===== config.mk =====
export PLATFORM = sky130hd
export DESIGN_NAME = axis_video_framer
export DESIGN_NICKNAME = d
export VERILOG_FILES = /design/src/rtl/axis_video_framer.sv
export SDC_FILE = /design/constraint.sdc
export NUM_CORES = 1
export LEC_CHECK = 0
export ABC_CLOCK_PERIOD_IN_PS = 7700
export CAP_MARGIN = 20
export CORE_MARGIN = 5
export CORE_UTILIZATION = 55
export CTS_BUF_LIST = sky130_fd_sc_hd__clkbuf_8
export DETAILED_ROUTE_END_ITERATION = 10
export DONT_BUFFER_PORTS = 1
export HOLD_SLACK_MARGIN = 0.12
export PLACE_DENSITY = 0.68
export RECOVER_POWER = 100
export SYNTH_ARGS = -nofsm -noshare
export SYNTH_HDL_FRONTEND = slang
export SYNTH_SLANG_ARGS = --single-unit

===== constraint.sdc =====
create_clock -name axis_aclk -period 7.7 [get_ports axis_aclk]
set_clock_uncertainty 0.1 [all_clocks]
set_input_delay 1.155 -clock axis_aclk [delete_from_list [all_inputs] [get_ports axis_aclk]]
set_output_delay 1.155 -clock axis_aclk [all_outputs]
set_load 0.03 [all_outputs]

===== src/rtl/axis_video_framer.sv =====
// axis_video_framer: frames a 32-bit AXI4-Stream pixel stream into lines and
// frames, regenerating tuser/tlast from counters and counting framing errors.
// Ports: axis_aclk / axis_aresetn (async, active-low) clock and reset;
//   enable / fsync frame start control; s_axis_* upstream beats (registered
//   tready); m_axis_* framed beats from a 2-entry skid buffer; frame_count and
//   err_count status counters; busy while a frame is being framed.
module axis_video_framer #(
   parameter int unsigned LINE_BEATS  = 320,
   parameter int unsigned FRAME_LINES = 480
) (
   input  logic        axis_aclk,
   input  logic        axis_aresetn,
   input  logic        enable,
   input  logic        fsync,
   input  logic        s_axis_tvalid,
   output logic        s_axis_tready,
   input  logic [31:0] s_axis_tdata,
   input  logic        s_axis_tlast,
   output logic        m_axis_tvalid,
   input  logic        m_axis_tready,
   output logic [31:0] m_axis_tdata,
   output logic        m_axis_tuser,
   output logic        m_axis_tlast,
   output logic [15:0] frame_count,
   output logic [15:0] err_count,
   output logic        busy
);

   typedef enum logic [1:0] {WAIT_SOF, ACTIVE, DROP} state_e;

   typedef struct packed {
      logic [31:0] data;
      logic        user;
      logic        last;
   } beat_t;

   localparam logic [11:0] BEAT_LAST = 12'(LINE_BEATS - 1);
   localparam logic [11:0] LINE_LAST = 12'(FRAME_LINES - 1);

   state_e      state_q, state_d;
   logic [11:0] beat_q, beat_d;
   logic [11:0] line_q, line_d;
   logic        sof_q, sof_d;
   logic [15:0] frame_q, frame_d;
   logic [15:0] err_q, err_d;
   logic        rdy_q, rdy_d;
   beat_t       ent0_q, ent0_d;
   beat_t       ent1_q, ent1_d;
   logic [1:0]  cnt_q, cnt_d;

   state_e      st;
   logic [11:0] bc, lc;
   logic        sof;
   logic        acc, pop, push, room;
   logic        restart_err, beat_err;
   beat_t       in_beat;

   always_comb begin
      state_d     = state_q;
      beat_d      = beat_q;
      line_d      = line_q;
      sof_d       = sof_q;
      frame_d     = frame_q;
      err_d       = err_q;
      ent0_d      = ent0_q;
      ent1_d      = ent1_q;
      cnt_d       = cnt_q;
      push        = 1'b0;
      restart_err = 1'b0;
      beat_err    = 1'b0;

      acc  = s_axis_tvalid && rdy_q;
      pop  = (cnt_q != 2'd0) && m_axis_tready;
      // a beat arriving with fsync while leftovers fill the buffer has no slot
      room = (cnt_q != 2'd2) || pop;

      // fsync resolves first so a coincident beat sees the new frame context
      st  = state_q;
      bc  = beat_q;
      lc  = line_q;
      sof = sof_q;
      if (fsync) begin
         restart_err = (state_q == ACTIVE) &&
                       ((beat_q != 12'd0) || (line_q != 12'd0));
         if (enable) begin
            st  = ACTIVE;
            bc  = 12'd0;
            lc  = 12'd0;
            sof = 1'b1;
         end else if (state_q == ACTIVE) begin
            st = WAIT_SOF;
         end
      end
      state_d = st;
      beat_d  = bc;
      line_d  = lc;
      sof_d   = sof;

      in_beat.data = s_axis_tdata;
      in_beat.user = sof;
      in_beat.last = (bc == BEAT_LAST) || s_axis_tlast;

      if ((st == ACTIVE) && acc && room) begin
         push  = 1'b1;
         sof_d = 1'b0;
         if (s_axis_tlast != (bc == BEAT_LAST)) begin
            beat_err = 1'b1;
            state_d  = DROP;
         end else if (bc == BEAT_LAST) begin
            beat_d = 12'd0;
            if (lc == LINE_LAST) begin
               line_d  = 12'd0;
               frame_d = frame_q + 16'd1;
               state_d = WAIT_SOF;
            end else begin
               line_d = lc + 12'd1;
            end
         end else begin
            beat_d = bc + 12'd1;
         end
      end

      if ((restart_err || beat_err) && (err_q != 16'hFFFF)) begin
         err_d = err_q + 16'd1;
      end

      // entry 0 is the output register, entry 1 the skid slot
      if (pop) begin
         if (cnt_q == 2'd2) begin
            ent0_d = ent1_q;
         end
         cnt_d = cnt_q - 2'd1;
      end
      if (push) begin
         if (cnt_d == 2'd0) begin
            ent0_d = in_beat;
         end else begin
            ent1_d = in_beat;
         end
         cnt_d = cnt_d + 2'd1;
      end

      rdy_d = (state_d != ACTIVE) || (cnt_d != 2'd2);
   end

   always_ff @(posedge axis_aclk or negedge axis_aresetn) begin
      if (!axis_aresetn) begin
         state_q <= WAIT_SOF;
         beat_q  <= 12'd0;
         line_q  <= 12'd0;
         sof_q   <= 1'b0;
         frame_q <= 16'd0;
         err_q   <= 16'd0;
         rdy_q   <= 1'b0;
         ent0_q  <= '0;
         ent1_q  <= '0;
         cnt_q   <= 2'd0;
      end else begin
         state_q <= state_d;
         beat_q  <= beat_d;
         line_q  <= line_d;
         sof_q   <= sof_d;
         frame_q <= frame_d;
         err_q   <= err_d;
         rdy_q   <= rdy_d;
         ent0_q  <= ent0_d;
         ent1_q  <= ent1_d;
         cnt_q   <= cnt_d;
      end
   end

   assign s_axis_tready = rdy_q;
   assign m_axis_tvalid = (cnt_q != 2'd0);
   assign m_axis_tdata  = ent0_q.data;
   assign m_axis_tuser  = ent0_q.user;
   assign m_axis_tlast  = ent0_q.last;
   assign frame_count   = frame_q;
   assign err_count     = err_q;
   assign busy          = (state_q == ACTIVE);

endmodule

==> impl_metrics.py, run 1 <==
metrics = {
    "run_status": {
        "status": "finished, violations left",
        "violations": "capacitance limit, slew limit",
    },
    "place": {
        "placed_cells": 680,
        "dp_hpwl_mm": 8.73,
        "gp_congestion": 0.845,
        "place.port_buffers": 0,
        "pre_cts_slack_ps": 2290,
    },
    "pwr": {
        "switching_share": 0.371,
        "ir_worst_vdd_v": 0.000171,
        "clock_power_share": 0.225,
        "power_switching_mw": 0.782,
        "finalPower_mw": 2.11,
        "leakagePower_nw": 2.96,
        "p_seq_frac": 0.572,
        "p_int_mw": 1.33,
        "power.density_nw_per_um2": 328,
        "power_frac_comb": 0.203,
    },
    "routing": {
        "wl_met1_mm": 5.19,
        "top_layer": "met4",
        "wire_per_inst_um": 17.9,
        "dr_wl_met2_mm": 6.10,
        "wl_met3_mm": 1.23,
        "routed_wl_mm": 12.7,
        "vias_per_cell": 5.83,
        "vias": 4136,
        "drt.antenna.violating_nets": 0,
        "dr.pass1.iters": 4,
        "drc": 0,
        "drt-initial-drc-count": 311,
    },
    "job": {
        "cap_viol_max_count": 2,
    },
    "global_routing": {
        "grt_pass1_vias": 4167,
        "grt-ovfl-total": 0,
        "grt_first_pass_wirelength_mm": 20.7,
        "grt_max_degree": 131,
        "antenna_found_initial": 0,
        "track_usage": 0.201,
    },
    "timing": {
        "finalCriticalPeriod_ps": 5150,
        "slew_headroom": -0.962,
        "slew_viol_final": 85,
        "setup_viol": 0,
        "hold_viol": 0,
        "fmax_mhz": 194,
        "holdWs_ps": 306,
        "fin_tns_setup_ps": 0,
        "rsz0062_at_grt": "no",
        "period_share": 0.669,
        "setup_slack_ps": 2550,
        "tightest_slew_ps": 2930,
    },
    "clock_network": {
        "cts_hold_buffers": 0,
        "cts_buffers": 17,
        "post_cts_resized": 0,
        "clockBufferDepth": 2,
        "path_clk_slew_ps": 70,
        "cts-root-buf": "clkbuf_8",
        "clk_latency_ps": 440,
        "cts_tree": "built",
        "post-cts-setup-buffers": 0,
        "ctsHtreeMaxLevel": 4,
        "clkSinkCount": 130,
    },
    "final_layout": {
        "drive_gt1_frac": 0.125,
        "fin_cells": 710,
        "nNetsFinal": 607,
        "fillers": 933,
        "syn_to_final_growth_pct": 6.03,
        "diodes": 0,
    },
    "min_path": {
        "hold_class": "input port to async pin",
    },
    "setup_path": {
        "slowest_delay_ps": 630,
        "end_kind": "flop",
        "critPathLaunchType": "input port",
        "critPathBufInv": 1,
        "worstRegToRegCells": 7,
        "critPathKind": "input port to flop",
        "crit_path_start": "fsync",
        "critPathRequiredTime_ps": 7910,
        "arrival_ps": 5360,
        "cp_cell_sequence": "nand2_1 > and2_0 > ha_1 > and3_1 > nor3b_1 > and2_0 > inv_1 > ha_1 > nand3_1 > a221oi_1 > and4bb_2 > nor2_1 > nand4_1 > xnor2_1",
        "slowest_stage": "nor2_1",
        "timing.rr.start": "cnt_q[0]",
        "r2r_setup_slack_ps": 2970,
        "critPathMaxFanout": 22,
        "timing.rr.end": "m_axis_tdata[30]",
        "path_delay_family": "simple AND/OR/NAND/NOR gates",
        "crit_cells": 14,
    },
    "floorplan": {
        "start_util": 0.560,
        "num_rows": 38,
        "die_y_um": 115,
        "die_x_um": 115,
        "core-area_um2": 10800,
        "die-area_um2": 13200,
        "ioPinCount": 108,
    },
    "synthesis": {
        "synth_fp_nets": 608,
        "synth_cell_type_count": 50,
        "ys.warnings.count": 0,
        "synth-seq-cells": 130,
        "synth_area_per_cell_um2": 10.8,
        "ys.flop_type": "dfrtp_1",
        "yosysTopAreaCell": "dfrtp_1",
        "yosys-top-cells-area": "dfrtp_1 54%, mux2_2 7.0%, mux2i_1 5.3%",
        "async_flop_share": 1.00,
        "yosys.area.top_type_share": 0.535,
        "synth_edf_count": 0,
        "synth_cells": 561,
        "synth_area_um2": 6080,
        "ys_seq_area_frac": 0.535,
    },
}
## kinds of logic after synthesis
logic type / Yosys count / synth area share
simple gates: 198 / 0.172
flops: 130 / 0.535
compound gates: 83 / 0.0758
mux: 70 / 0.123
xor+xnor: 38 / 0.0548
buf+inv: 34 / 0.0224
fa+ha+maj: 8 / 0.0165
## layout make-up
type / instances / area, µm² / area share
sequential: 130 / 3250 / 0.505
timing repair buffer: 2 / 11.3 / 0.00175
clock inverter: 10 / 50.0 / 0.00777
multi-input combinational: 397 / 2650 / 0.411
inverter: 12 / 45.0 / 0.00699
tap: 140 / 175 / 0.0272
clock buffer: 19 / 262 / 0.0406
## worst max path at each step
stage,to,slack [ps]
after floorplan,err_count[4],3240
after global placement,err_count[1],2450
after detailed placement,err_count[15],2290
after CTS,err_count[15],2720
after global routing,m_axis_tdata[7],2120
final,err_count[15],2550
## cell usage after synthesis (all sizes together) (12+ instances only)
library cell,instances
mux2i,32
nor2,27
xnor2,21
mux2,38
clkbuf,15
dfrtp,130
xor2,17
a21oi,22
and2,13
nand4,16
inv,12
nand2,71
nand3,19
o21ai,48
## routing by layer
layer | up-vias | GRT usage
met5 | - | 0
met4 | 0 | 0.0829
met3 | 14 | 0.0826
met2 | 135 | 0.314
met1 | 2026 | 0.249
li1 | 1961 | -
## flip-flops by register name, indices dropped and copies added, names as in the netlist
register       cells
line_q            12
m_axis_tuser       1
err_count         16
sof_q              1
m_axis_tdata      32
beat_q            12
cnt_q              2
m_axis_tlast       1
s_axis_tready      1
state_q            2
ent1_q            34
frame_count       16
## power by group through the flow
| stage | logic (mW) | registers (mW) | clock network, mW |
|---|---|---|---|
| floorplan | 0.371 | 1.18 | 0 |
| global placement | 0.415 | 1.21 | 0 |
| detailed placement | 0.439 | 1.23 | 0 |
| CTS | 0.440 | 1.21 | 0.488 |
| global route | 0.488 | 1.24 | 0.517 |
| finish | 0.429 | 1.21 | 0.474 |
## per-stage QoR
stage | util | cell area, µm²
after floorplan | - | 6080
after global placement | 0.570 | 6180
after detailed placement | 0.570 | 6180
after CTS | 0.599 | 6490
after global routing | 0.594 | 6440
final | 0.594 | 6440
## layout by cell type (no fill, tap or decap), drive strengths merged, types with 2 or more instances in the layout
cell	synthesis	layout
dfrtp	130	130
nand2	71	71
o21ai	48	48
mux2	38	38
mux2i	32	32
nor2	27	27
a21oi	22	22
xnor2	21	21
clkbuf	15	20
nand3	19	19
xor2	17	17
inv	12	16
nand4	16	16
and2	13	13
and3	10	10
nor3	9	9
ha	8	8
or4	7	7
or3	5	5
nor4	5	5
clkinv	0	4
nand2b	3	3
and4	3	3
nor3b	2	2
a221oi	2	2
nand3b	2	2
o22ai	2	2
nand4b	2	2
clkinvlp	0	2
or3b	2	2
No activity file was read; power rests on OpenSTA's default activity.
==> run 2, diff against run 1 <==
Settings changed: ABC_CLOCK_PERIOD_IN_PS 7700 to 5200.
Clock period 7.7 ns to 5.2 ns, I/O delays scaled along.
==> run 2 against run 1 <==
Against the previous run: the run still ends with capacitance limit, slew limit left; via count rose by 0.99%; critical path depth fell by 7; combinational power rose by 54%; routed wire length rose by 1.4%; worst setup slack got worse by 1600 ps; first-iteration DRC count rose by 16%; die area did not move; cell count rose by 0.70%; flip-flop and latch count did not move; clock power rose by 100%; global-route usage rose by 0.48 points; critical path type is now flop to flop; largest cell class unchanged.
==> impl_metrics.py, run 2 (synthesis results as in run 1) <==
metrics = {
    "routing": {
        "vias_per_cell": 5.84,
        "drc": 0,
        "routed_wl_mm": 12.9,
        "drt.antenna.violating_nets": 0,
        "wire_per_inst_um": 18.0,
        "vias": 4177,
        "dr.pass1.iters": 7,
        "drt-initial-drc-count": 360,
    },
    "setup_path": {
        "critPathRequiredTime_ps": 5420,
        "critPathBufInv": 1,
        "critPathMaxFanout": 36,
        "timing.critical_path.mode_cell": "ha_1",
        "critPathKind": "flop to flop",
        "critPathLaunchType": "flop",
        "slowest_delay_ps": 2200,
        "end_kind": "flop",
        "path_delay_family": "simple AND/OR/NAND/NOR gates",
        "slowest_stage": "nor2_1",
        "arrival_ps": 4440,
        "cp_cell_sequence": "inv_1 > ha_1 > nand2b_1 > xnor2_1 > ha_1 > nor2_1 > mux2_2",
    },
    "timing": {
        "setup_viol": 0,
        "holdWs_ps": 353,
        "slew_headroom": -1.11,
        "period_share": 0.812,
        "rsz0062_at_grt": "no",
        "setup_slack_ps": 977,
        "slew_viol_final": 168,
        "fmax_mhz": 237,
        "hold_viol": 0,
        "tightest_slew_ps": 3160,
        "fin_tns_setup_ps": 0,
        "finalCriticalPeriod_ps": 4220,
    },
    "global_routing": {
        "grt_use_met2": 0.306,
        "track_usage": 0.206,
        "grt_util_met1": 0.268,
        "grt-ovfl-total": 0,
        "grt_pass1_vias": 4247,
        "grt-busiest-layer": "met2",
        "antenna_found_initial": 0,
        "grt_max_degree": 131,
        "use_met3": 0.0789,
        "grt_first_pass_wirelength_mm": 21.2,
    },
    "min_path": {
        "hold_class": "input port to flop",
    },
    "floorplan": {
        "ioPinCount": 108,
        "num_rows": 38,
        "start_util": 0.560,
        "die_x_um": 115,
        "die_y_um": 115,
        "core-area_um2": 10800,
        "die-area_um2": 13200,
    },
    "place": {
        "placed_cells": 682,
        "gp_congestion": 0.895,
        "place.port_buffers": 0,
        "dp_hpwl_mm": 8.79,
        "dpl_cell_area_um2": 6190,
        "pre_cts_slack_ps": 826,
    },
    "run_status": {
        "status": "finished, violations left",
        "violations": "capacitance limit, slew limit",
    },
    "clock_network": {
        "cts-root-buf": "clkbuf_8",
        "cts_buffers": 17,
        "ctsHtreeMaxLevel": 4,
        "clk_latency_ps": 450,
        "post_cts_resized": 0,
        "clkSinkCount": 130,
        "path_clk_slew_ps": 80,
        "clockBufferDepth": 2,
        "cts_tree": "built",
    },
    "final_layout": {
        "fin_cells": 715,
        "drive_gt1_frac": 0.141,
        "layout_common_cells": "130 x dfrtp_1, 71 x nand2_1, 48 x o21ai_0",
        "design_area_um2": 6600,
        "fillers": 887,
        "diodes": 0,
        "largest_register_ffs": 34,
        "final_common_cell": "dfrtp_1",
        "final_util": 0.609,
        "syn_to_final_growth_pct": 8.61,
        "nNetsFinal": 610,
        "largest-register": "ent1_q",
    },
    "pwr": {
        "power.density_nw_per_um2": 518,
        "leakagePower_nw": 3.02,
        "ir_worst_vdd_v": 0.000297,
        "finalPower_mw": 3.42,
    },
    "job": {
        "cap_viol_max_count": 2,
    },
}
run 2: cell types whose count changed in the layout (fill, tap and decap cells not counted), moves of 2 or more:
cell / before / now
clkbuf_2: 0 / 2
clkbuf_8: 19 / 17
clkinvlp_4: 2 / 4
bufinv_16: 0 / 5
buf_4: 1 / 3
inv_1: 16 / 12
run 2: area by class of cell:
type                    instances  area [µm²]  area share
flip-flops and latches        130        3250       0.493
well taps                     140         175      0.0265
inverters                      12        45.0     0.00683
multi-input cells             397        2650       0.401
clock buffers                  17         234      0.0355
clock inverters                14         213      0.0322
repair buffers                  5        32.5     0.00493
run 2: timing repair:
item                                   in CTS  in global routing
hold buffers                                1                  0
setup buffers                               0                  0
endpoints found under the hold margin     130                  0
run 2: per-layer routing:
| metal | part of all wire | vias up | routed length (µm) |
|---|---|---|---|
| met1 | 0.41 | 2031 | 5350 |
| met5 | 0 | - | 0 |
| met3 | 0.094 | 21 | 1210 |
| met4 | 0.023 | 0 | 294 |
| met2 | 0.47 | 147 | 6050 |
| li1 | - | 1978 | - |
run 2: report_power, final:
part	leakage (nW)	switching (mW)	internal [mW]
sequential	1.65	0.480	1.31
combinational	1.15	0.335	0.327
clock	0.214	0.403	0.566
total	3.02	1.22	2.20
run 2: path summary, 6_finish.rpt:
kind                            slack, ps  depth (start not counted)             from               to
worst max-delay path                  980                          7         cnt_q[1]        ent1_q[2]
worst min-delay path                  350                          2  s_axis_tdata[6]  m_axis_tdata[6]
max in group asynchronous            1900                          1     axis_aresetn        line_q[6]
min in group asynchronous            1240                          1     axis_aresetn       ent1_q[26]
worst min register to register        410                          1       ent1_q[16]       ent1_q[16]
worst max register to register        980                          7         cnt_q[1]        ent1_q[2]
